--- src/rtl/loader_pkg.sv ---
// Shared types and constants for the UART instruction-memory loader.
package loader_pkg;

    typedef enum logic [2:0] {IDLE, HDR0, HDR1, DATA, CSUM, DONE, ERR} ld_state_e;

    localparam int DEF_ADDR_W = 14;
    localparam int MAX_WORDS  = (1 << DEF_ADDR_W) / 4;

    function automatic int max_words(input int addr_w);
        return (1 << addr_w) / 4;
    endfunction

    // Rounded clocks-per-bit.
    function automatic int calc_div(input int clk_freq, input int baud);
        return (clk_freq + baud / 2) / baud;
    endfunction

endpackage

--- src/rtl/uart_imem_loader_uart_rx.sv ---
// 8N1 UART receiver: 2-flop synchroniser, mid-bit sampling, one-cycle
// valid / framing-error pulses at the stop-bit sample.
module uart_rx #(
    parameter int DIV = 10
) (
    input  logic       clk,
    input  logic       rst_n,
    input  logic       rx_in,
    output logic [7:0] rx_data,
    output logic       rx_valid,
    output logic       rx_ferr
);

    typedef enum logic [1:0] {R_IDLE, R_START, R_DATA, R_STOP} rx_state_e;

    localparam int            CW      = $clog2(DIV + 1);
    localparam logic [CW-1:0] HALF_M1 = CW'(DIV / 2 - 1);
    localparam logic [CW-1:0] FULL_M1 = CW'(DIV - 1);

    rx_state_e     state_q, state_d;
    logic          sync1_q, sync1_d, sync2_q, sync2_d, prev_q, prev_d;
    logic [CW-1:0] cnt_q, cnt_d;
    logic [2:0]    bit_q, bit_d;
    logic [7:0]    shift_q, shift_d;
    logic          valid_q, valid_d, ferr_q, ferr_d;

    always_comb begin
        state_d = state_q;
        sync1_d = rx_in;
        sync2_d = sync1_q;
        prev_d  = sync2_q;
        cnt_d   = cnt_q + 1'b1;
        bit_d   = bit_q;
        shift_d = shift_q;
        valid_d = 1'b0;
        ferr_d  = 1'b0;
        case (state_q)
            R_IDLE: begin
                cnt_d = '0;
                if (prev_q && !sync2_q) state_d = R_START;
            end
            R_START: if (cnt_q == HALF_M1) begin
                // A start bit that is high again at mid-bit was a glitch.
                cnt_d   = '0;
                bit_d   = '0;
                state_d = sync2_q ? R_IDLE : R_DATA;
            end
            R_DATA: if (cnt_q == FULL_M1) begin
                cnt_d   = '0;
                shift_d = {sync2_q, shift_q[7:1]};
                bit_d   = bit_q + 3'd1;
                if (bit_q == 3'd7) state_d = R_STOP;
            end
            R_STOP: if (cnt_q == FULL_M1) begin
                state_d = R_IDLE;
                valid_d = sync2_q;
                ferr_d  = !sync2_q;
            end
            default: state_d = R_IDLE;
        endcase
    end

    always_ff @(posedge clk or negedge rst_n) begin
        if (!rst_n) begin
            state_q <= R_IDLE;
            sync1_q <= 1'b1;
            sync2_q <= 1'b1;
            prev_q  <= 1'b1;
            cnt_q   <= '0;
            bit_q   <= '0;
            shift_q <= '0;
            valid_q <= 1'b0;
            ferr_q  <= 1'b0;
        end else begin
            state_q <= state_d;
            sync1_q <= sync1_d;
            sync2_q <= sync2_d;
            prev_q  <= prev_d;
            cnt_q   <= cnt_d;
            bit_q   <= bit_d;
            shift_q <= shift_d;
            valid_q <= valid_d;
            ferr_q  <= ferr_d;
        end
    end

    assign rx_data  = shift_q;
    assign rx_valid = valid_q;
    assign rx_ferr  = ferr_q;

endmodule

--- src/rtl/uart_imem_loader.sv ---
// Boot loader: receives a framed program image over UART and writes it into
// instruction memory while holding the CPU pipeline in reset.
module uart_imem_loader
    import loader_pkg::*;
#(
    parameter int CLK_FREQ = 25_000_000,
    parameter int BAUD     = 115200,
    parameter int ADDR_W   = 14
) (
    input  logic              clk,
    input  logic              rst_n,
    input  logic              start,
    input  logic              uart_rx,
    output logic              imem_we,
    output logic [ADDR_W-1:0] imem_addr,
    output logic [31:0]       imem_wdata,
    output logic              cpu_rst_n,
    output logic              busy,
    output logic              done,
    output logic              err
);

    localparam int          DIV  = calc_div(CLK_FREQ, BAUD);
    localparam logic [16:0] MAXW = 17'(max_words(ADDR_W));

    logic [7:0] rx_data;
    logic       rx_valid, rx_ferr;

    uart_rx #(.DIV(DIV)) u_rx (
        .clk      (clk),
        .rst_n    (rst_n),
        .rx_in    (uart_rx),
        .rx_data  (rx_data),
        .rx_valid (rx_valid),
        .rx_ferr  (rx_ferr)
    );

    ld_state_e         state_q, state_d;
    logic [7:0]        nlo_q, nlo_d, csum_q, csum_d;
    logic [15:0]       nwords_q, nwords_d, wcnt_q, wcnt_d, hdr_n;
    logic [1:0]        bidx_q, bidx_d;
    logic [23:0]       wbuf_q, wbuf_d;
    logic              we_q, we_d;
    logic [ADDR_W-1:0] addr_q, addr_d;
    logic [31:0]       wdata_q, wdata_d;
    logic              cpu_rst_n_q, cpu_rst_n_d, busy_q, busy_d;
    logic              done_q, done_d, err_q, err_d;

    always_comb begin
        state_d  = state_q;
        nlo_d    = nlo_q;
        csum_d   = csum_q;
        nwords_d = nwords_q;
        wcnt_d   = wcnt_q;
        bidx_d   = bidx_q;
        wbuf_d   = wbuf_q;
        we_d     = 1'b0;
        addr_d   = we_q ? addr_q + ADDR_W'(4) : addr_q;
        wdata_d  = wdata_q;
        hdr_n    = {rx_data, nlo_q};
        case (state_q)
            // start wins over any byte arriving in the same cycle
            IDLE, DONE, ERR: if (start) begin
                state_d = HDR0;
                addr_d  = '0;
            end
            HDR0: if (rx_ferr) state_d = ERR;
                  else if (rx_valid) begin
                      nlo_d   = rx_data;
                      state_d = HDR1;
                  end
            HDR1: if (rx_ferr) state_d = ERR;
                  else if (rx_valid) begin
                      nwords_d = hdr_n;
                      wcnt_d   = '0;
                      bidx_d   = '0;
                      csum_d   = '0;
                      state_d  = (hdr_n == 16'd0 || {1'b0, hdr_n} > MAXW) ? ERR : DATA;
                  end
            DATA: if (rx_ferr) state_d = ERR;
                  else if (rx_valid) begin
                      csum_d = csum_q ^ rx_data;
                      wbuf_d = {rx_data, wbuf_q[23:8]};
                      bidx_d = bidx_q + 2'd1;
                      if (bidx_q == 2'd3) begin
                          we_d    = 1'b1;
                          wdata_d = {rx_data, wbuf_q};
                          wcnt_d  = wcnt_q + 16'd1;
                          if (wcnt_d == nwords_q) state_d = CSUM;
                      end
                  end
            CSUM: if (rx_ferr) state_d = ERR;
                  else if (rx_valid) state_d = (rx_data == csum_q) ? DONE : ERR;
            default: state_d = IDLE;
        endcase
        busy_d      = state_d inside {HDR0, HDR1, DATA, CSUM};
        cpu_rst_n_d = state_d inside {IDLE, DONE};
        done_d      = (state_d == DONE);
        err_d       = (state_d == ERR);
    end

    always_ff @(posedge clk or negedge rst_n) begin
        if (!rst_n) begin
            state_q     <= IDLE;
            nlo_q       <= '0;
            csum_q      <= '0;
            nwords_q    <= '0;
            wcnt_q      <= '0;
            bidx_q      <= '0;
            wbuf_q      <= '0;
            we_q        <= 1'b0;
            addr_q      <= '0;
            wdata_q     <= '0;
            cpu_rst_n_q <= 1'b1;
            busy_q      <= 1'b0;
            done_q      <= 1'b0;
            err_q       <= 1'b0;
        end else begin
            state_q     <= state_d;
            nlo_q       <= nlo_d;
            csum_q      <= csum_d;
            nwords_q    <= nwords_d;
            wcnt_q      <= wcnt_d;
            bidx_q      <= bidx_d;
            wbuf_q      <= wbuf_d;
            we_q        <= we_d;
            addr_q      <= addr_d;
            wdata_q     <= wdata_d;
            cpu_rst_n_q <= cpu_rst_n_d;
            busy_q      <= busy_d;
            done_q      <= done_d;
            err_q       <= err_d;
        end
    end

    assign imem_we    = we_q;
    assign imem_addr  = addr_q;
    assign imem_wdata = wdata_q;
    assign cpu_rst_n  = cpu_rst_n_q;
    assign busy       = busy_q;
    assign done       = done_q;
    assign err        = err_q;

endmodule

--- config.mk ---
export PLATFORM = sky130hd
export DESIGN_NAME = uart_imem_loader
export DESIGN_NICKNAME = d
export VERILOG_FILES = /design/src/rtl/loader_pkg.sv /design/src/rtl/uart_imem_loader_uart_rx.sv /design/src/rtl/uart_imem_loader.sv
export SDC_FILE = /design/constraint.sdc
export NUM_CORES = 1
export LEC_CHECK = 0
export ABC_AREA = 1
export CORE_MARGIN = 2
export CORE_UTILIZATION = 58
export CTS_CLUSTER_DIAMETER = 150
export DETAILED_ROUTE_END_ITERATION = 8
export PLACE_DENSITY = 0.85
export SLEW_MARGIN = 20
export SYNTH_ARGS = -nofsm -noshare
export SYNTH_HDL_FRONTEND = slang
export SYNTH_SLANG_ARGS = --single-unit
--- constraint.sdc ---
create_clock -name clk -period 2.8 [get_ports clk]
set_clock_uncertainty 0.1 [all_clocks]
set_input_delay 0.7 -clock clk [delete_from_list [all_inputs] [get_ports clk]]
set_output_delay 0.7 -clock clk [all_outputs]
set_load 0.02 [all_outputs]
# --- Word-level counts from Yosys, hierarchy flattened ---
# Index checks and enable logic that the tools add are counted.
totals:
  mem_bits_ro: 0
  mem_bits_rw: 0
  n_memories: 0
  latch_bits: 0
  reg_bits: 154
  output_inout_bits: 51
classes:
  n_addsub: 5
  n_eq_ne: 31
  div: 0
  order_cmp: 1
  mux: 54
  mul: 0
  bitwise: 2
  n_shift: 0
  reduce_logical: 21
op_table:
  columns: ["op", "n"]
  rows:
  - ["16-bit 2-to-1 mux", 5]
  - ["8-bit 2-to-1 mux", 6]
  - ["14-bit 2-to-1 mux", 3]
  - ["3-bit 2-to-1 mux", 14]
  - ["16-bit one-hot mux with 2 select lines", 1]
  - ["8-bit one-hot mux with 3 select lines", 1]
  - ["2-bit 2-to-1 mux", 11]
  - ["3-bit == test (second input constant)", 7]
  - ["16-bit by 1-bit adder with 16-bit output (second input constant)", 1]
  - ["16-bit == test", 1]
  - ["16-bit by 13-bit greater-than comparator with 1-bit output (second input constant)", 1]
  - ["16-bit zero test", 1]
  - ["8-bit one-hot mux with 2 select lines", 1]
  - ["3-bit one-hot mux with 5 select lines", 1]
  - ["14-bit by 3-bit adder with 14-bit output (second input constant)", 1]
  - ["2-bit by 1-bit inequality test with 1-bit output (second input constant)", 7]
  - ["3-bit by 2-bit == test with 1-bit output (second input constant)", 4]
  - ["3-bit AND reduction", 4]
  - ["5-bit AND reduction", 2]
  - ["8-bit by 1-bit adder with 8-bit output (second input constant)", 1]
  - ["8-bit by 7-bit == test with 1-bit output (second input constant)", 1]
  - ["8-bit == test", 1]
  - ["8-bit == test (second input constant)", 1]
  - ["1-bit 2-to-1 mux", 8]
  - ["22 further kinds", 30]

# --- Depth between registers and ports, before layout ---
logic_depth:
  word_depth: 9
  mapped_depth: 19

# --- By module ---
# From an unflattened synthesis, not the netlist that was laid out.
hier_totals:
  cells_unflattened: 870
  hier_area_um2: 7156.9
modules_own_cells:
  columns: ["module", "area_per_inst_um2", "instances", "cells_each"]
  rows:
  - ["uart_imem_loader", 5915.7, 1, 731]
  - ["uart_rx", 1241.2, 1, 139]

# --- Least setup slack after synthesis ---
# OpenSTA, ideal clock, no wires.
synth_path:
  path_kind: "reg-to-reg"
  startpoint: "reg wcnt_q[1]"
  endpoint: "reg busy_q, in the netlist busy"
  path_stages_with_launch: 17
  t_required_ps: 2587
  period_less_slack_ps: 1992
  slack_ps: 808
  setup_ps: 113
  arrival_ps: 1779
  cell_sequence: "dfrtp_1 -> ha_1 -> nand3_1 -> o21ai_0 -> nand2_1 -> nand2_1 -> nand2_1 -> nor2_1 -> nand2_1 -> nor2_2 -> nand3_1 -> nand3_1 -> nand2_1 -> nand2_1 -> nand3_1 -> nand2_1 -> inv_1"
synth_between:
  elab_chain_len: 9
  elab_cells_between_ends: 12
  classes_between: "add/sub: 1; eq/ne: 5; mux: 5; reduce/logical: 1"
synth_rtl:
  columns: ["element", "line_no", "source"]
  rows:
  - ["start: declaration", "uart_imem_loader.sv:40", "logic [15:0] nwords_q, nwords_d, wcnt_q, wcnt_d, hdr_n;"]
  - ["start signal: assignment", "uart_imem_loader.sv:123", "wcnt_q <= wcnt_d;"]
  - ["16-bit by 1-bit adder with 16-bit output *", "uart_imem_loader.sv:88", "wcnt_d = wcnt_q + 16'd1;"]
  - ["16-bit == test *", "uart_imem_loader.sv:89", "if (wcnt_d == nwords_q) state_d = CSUM;"]
  - ["3-bit 2-to-1 mux *", "uart_imem_loader.sv:89", null]
  - ["3-bit 2-to-1 mux *", "uart_imem_loader.sv:85", "if (bidx_q == 2'd3) begin"]
  - ["3-bit 2-to-1 mux *", "uart_imem_loader.sv:81", "else if (rx_valid) begin"]
  - ["3-bit 2-to-1 mux *", "uart_imem_loader.sv:80", "DATA: if (rx_ferr) state_d = ERR;"]
  - ["3-bit one-hot mux with 5 select lines *", "uart_imem_loader.sv:61", "case (state_q)"]
  - ["3-bit by 1-bit == test with 1-bit output, or another cell as far along", "uart_imem_loader.sv:96", "busy_d = state_d inside {HDR0, HDR1, DATA, CSUM};"]
  - ["4-bit nonzero test *", "uart_imem_loader.sv:96", null]
  - ["via busy_d", "uart_imem_loader.sv:46", "logic cpu_rst_n_q, cpu_rst_n_d, busy_q, busy_d;"]
  - ["end signal: assignment", "uart_imem_loader.sv:130", "busy_q <= busy_d;"]
  - ["end: declaration", "uart_imem_loader.sv:46", null]
# The timed path passes the listed nets; every way through them passes the cells marked *.
# A chain may end at the register's enable or synchronous reset.

# --- Final worst setup path ---
layout_path:
  startpoint: "reg we_q, in the netlist imem_we"
  endpoint: "out imem_we"
layout_rtl:
  columns: ["element", "line_no", "source"]
  rows:
  - ["start: declaration", "uart_imem_loader.sv:43", "logic we_q, we_d;"]
  - ["start signal: assignment", "uart_imem_loader.sv:126", "we_q <= we_d;"]
  - ["end: declaration", "uart_imem_loader.sv:14", "output logic imem_we,"]
# No word-level cell between the ends.

==> out/qor.csv <==
stage,metric,value,unit
die,core-area,11900,µm²
run_status,status,"finished, final reports clean",
global_route,grt_usage,0.255,
drt,vias,5777,
drt,drt-total-wl,15500,µm
drt,vias_per_cell,5.42,
global_route,grt_first_pass_wirelength,26000,µm
worst_setup_path,crit_slowest_cell,clkdlybuf4s50_1,
place,io_buffers,52,
die,die_height,114,µm
place,dp_hpwl,10200,µm
timing,hold_viol,0,
synth,ys.warnings.count,0,
synth,synth.cell_area,7020,µm²
global_route,overflow,0,
synth,ys_seq_area_frac,0.542,
timing,fin_crit_sh,0.833,
power,ir_drop,0.556,mV
worst_setup_path,worstPathArrival,1.53,ns
final_layout,fillers,881,
synth,synth_area_per_cell,8.32,µm²
drt,ant_nets,0,
timing,fin_tns_setup,0,ns
timing,fin_crit,2.33,ns
clocking,clock_latency,0.42,ns
power,power_density,591,nW/µm²
synth,synth.distinct_cells,33,
clocking,hold_buffers,0,
worst_setup_path,cp-startpoint,imem_we,
timing,rsz0062_at_grt,false,
timing,setup_violations,0,
clocking,clkTransAtPathRegs,0.06,ns
timing,tightest_slew,1.01,ns
worst_setup_path,r2r-start,wcnt_q[1],
final_layout,regArea,3810,µm²
clocking,cts_inserted_buffers,17,
die,dieArea,13000,µm²
die,die_w,114,µm
run,maxCapViolations,0,
final_layout,layout.nets,920,
worst_setup_path,crit_chain,clkdlybuf4s50_1,
clocking,cts_tree,done,
final_layout,mostFrequentLayoutCells,"nand2_1 (251), dfrtp_1 (148), inv_1 (109)",
hold_path,hp-class,input pin to async pin,
synth,ys_ff_latch,152,
global_route,first_global_vias,5596,
worst_setup_path,worstSetupPathType,flop to output port,
global_route,antenna_found_initial,0,
worst_setup_path,ff2ff_setup_slack,0.49,ns
worst_setup_path,critPathBufInv,1,
drt,wl_per_cell,14.6,µm
worst_setup_path,cpPeakStageDelay,0.65,ns
worst_setup_path,crit_required,2.00,ns
clocking,post_cts_resized,0,
die,io_pins,55,
clocking,htree_levels,4,
timing,whs,0.118,ns
drt,drc,0,
drt,drtIter0Drc,469,
place,place_congestion,0.900,
die,start_util,0.590,
clocking,post_cts_buffers,0,
final_layout,final_common_cell,nand2_1,
worst_setup_path,rr_worst_depth,16,
worst_setup_path,crit_path_start_kind,flop,
worst_setup_path,cp_top_family,buffers and inverters,
final_layout,multi_input_area,2710,µm²
global_route,grt_max_degree,65,
final_layout,layout-drive-gt1-share,0.0741,
clocking,clockBufferDepth,2,
die,rows,40,
final_layout,n_antenna_cell,0,
timing,slew-limit-headroom,0.324,
timing,drv_slew,0,
clocking,root_buffer,clkbuf_16,
drt,firstDrtPassIters,5,
worst_setup_path,cp_num_cells,1,
timing,max_freq,0.429,GHz
clocking,cts.sinks,152,
worst_setup_path,end_kind,output port,
synth,synth_cells,844,
final_layout,syn2layout_area_growth,18.4,%
worst_setup_path,crit_path_max_fanout,8,
place,dpl_cell_area,7730,µm²
power,power_leakage,3.91,nW
final_layout,finalInstanceArea,8320,µm²
==> Yosys cell counts <==
master       n  area (µm²)
a311oi_1     1        8.76
nor4_1       1        6.26
nor2_2       4        25.0
xnor2_1      5        43.8
o21ai_2      2        17.5
nor2_4       7        78.8
nand3_1     42         210
inv_2        2        7.51
dfrtp_1    148        3700
ha_1        11         138
a211oi_1     2        15.0
a31oi_1      2        12.5
a21oi_1     15        75.1
nor3_1      12        60.1
inv_1      109         409
nand2_1    251         942
o21ai_0    100         500
nor2_1      46         173
dfstp_2      4         105
conb_1       1        3.75
o21ai_1      7        35.0
a21o_1       1        7.51
clkbuf_1    17        63.8
nand3b_1    12        90.1
nand2_4      1        11.3
a21oi_2      1        8.76
nand2_2      7        43.8
buf_2        2        10.0
xor2_1       7        61.3
o22ai_1      8        50.1
o2111ai_1    1        8.76
nand4_1     12        75.1
buf_4        3        22.5
==> final timing paths <==
| kind | endpoint |
|---|---|
| max | imem_we |
| min | imem_wdata[14] |
| max reg2reg | busy |
| min reg2reg | u_rx.prev_d |
| max in group asynchronous | cpu_rst_n |
| min in group clk | u_rx.prev_d |
==> metal layers <==
metal / track usage / vias to the layer above / share of wire
li1: - / 2817 / -
met1: 0.327 / 2782 / 0.43
met2: 0.433 / 153 / 0.50
met3: 0.0569 / 25 / 0.047
met4: 0.0886 / 0 / 0.018
met5: 0 / - / 0
==> through the flow <==
stage | std cells | utilization | total power [mW] | setup WS, ns
3_3_place_gp | 1033 | 0.649 | 2.66 | 0.617
2_1_floorplan | 845 | - | 2.55 | 0.808
6_report | 1065 | 0.698 | 4.92 | 0.469
3_5_place_dp | 1033 | 0.649 | 2.67 | 0.512
5_1_grt | 1065 | 0.698 | 5.10 | 0.238
4_1_cts | 1065 | 0.698 | 4.94 | 0.458
==> sequential cells by signal, indices dropped and copies added (netlist names), 2 cells and up <==
signal        flops
wcnt_q           16
state_q           3
u_rx.state_q      2
bidx_q            2
nwords_q         16
csum_q            8
nlo_q             8
u_rx.rx_data      8
u_rx.cnt_q        8
imem_addr        12
imem_wdata       32
wbuf_q           24
u_rx.bit_q        3
==> report_power, final <==
group          internal [mW]  total (mW)  leakage [nW]  switching (mW)
registers               2.25        2.28          2.08          0.0337
logic                  0.111       0.348          1.55           0.237
clock network           1.37        2.28         0.284           0.913
==> worst register-to-register path: cells and delay by family, from the launching register on <==
family / cells / cell delay [ns]
simple gates: 14 / 1.42
flops: 1 / 0.41
fa+ha+maj: 1 / 0.23
buf+inv: 1 / 0.04
==> final cells by class <==
cell class | instances | share of cell area
Clock inverter | 9 | 0.0143
Sequential cell | 152 | 0.458
Multi-Input combinational cell | 560 | 0.325
Clock buffer | 23 | 0.0563
Tap cell | 147 | 0.0221
Timing Repair Buffer | 63 | 0.0742
Inverter | 111 | 0.0501
==> cell families after synthesis <==
family	count (synthesis)	share of synthesized area
and+or+nand+nor	395	0.244
DFF	152	0.542
AOI/OAI and AO/OA	140	0.105
buffers and inverters	133	0.0730
xor gates and xnor gates	12	0.0150
adders and majority gates	11	0.0196
other	1	0.000534
Power figures use the tool's default switching activity.
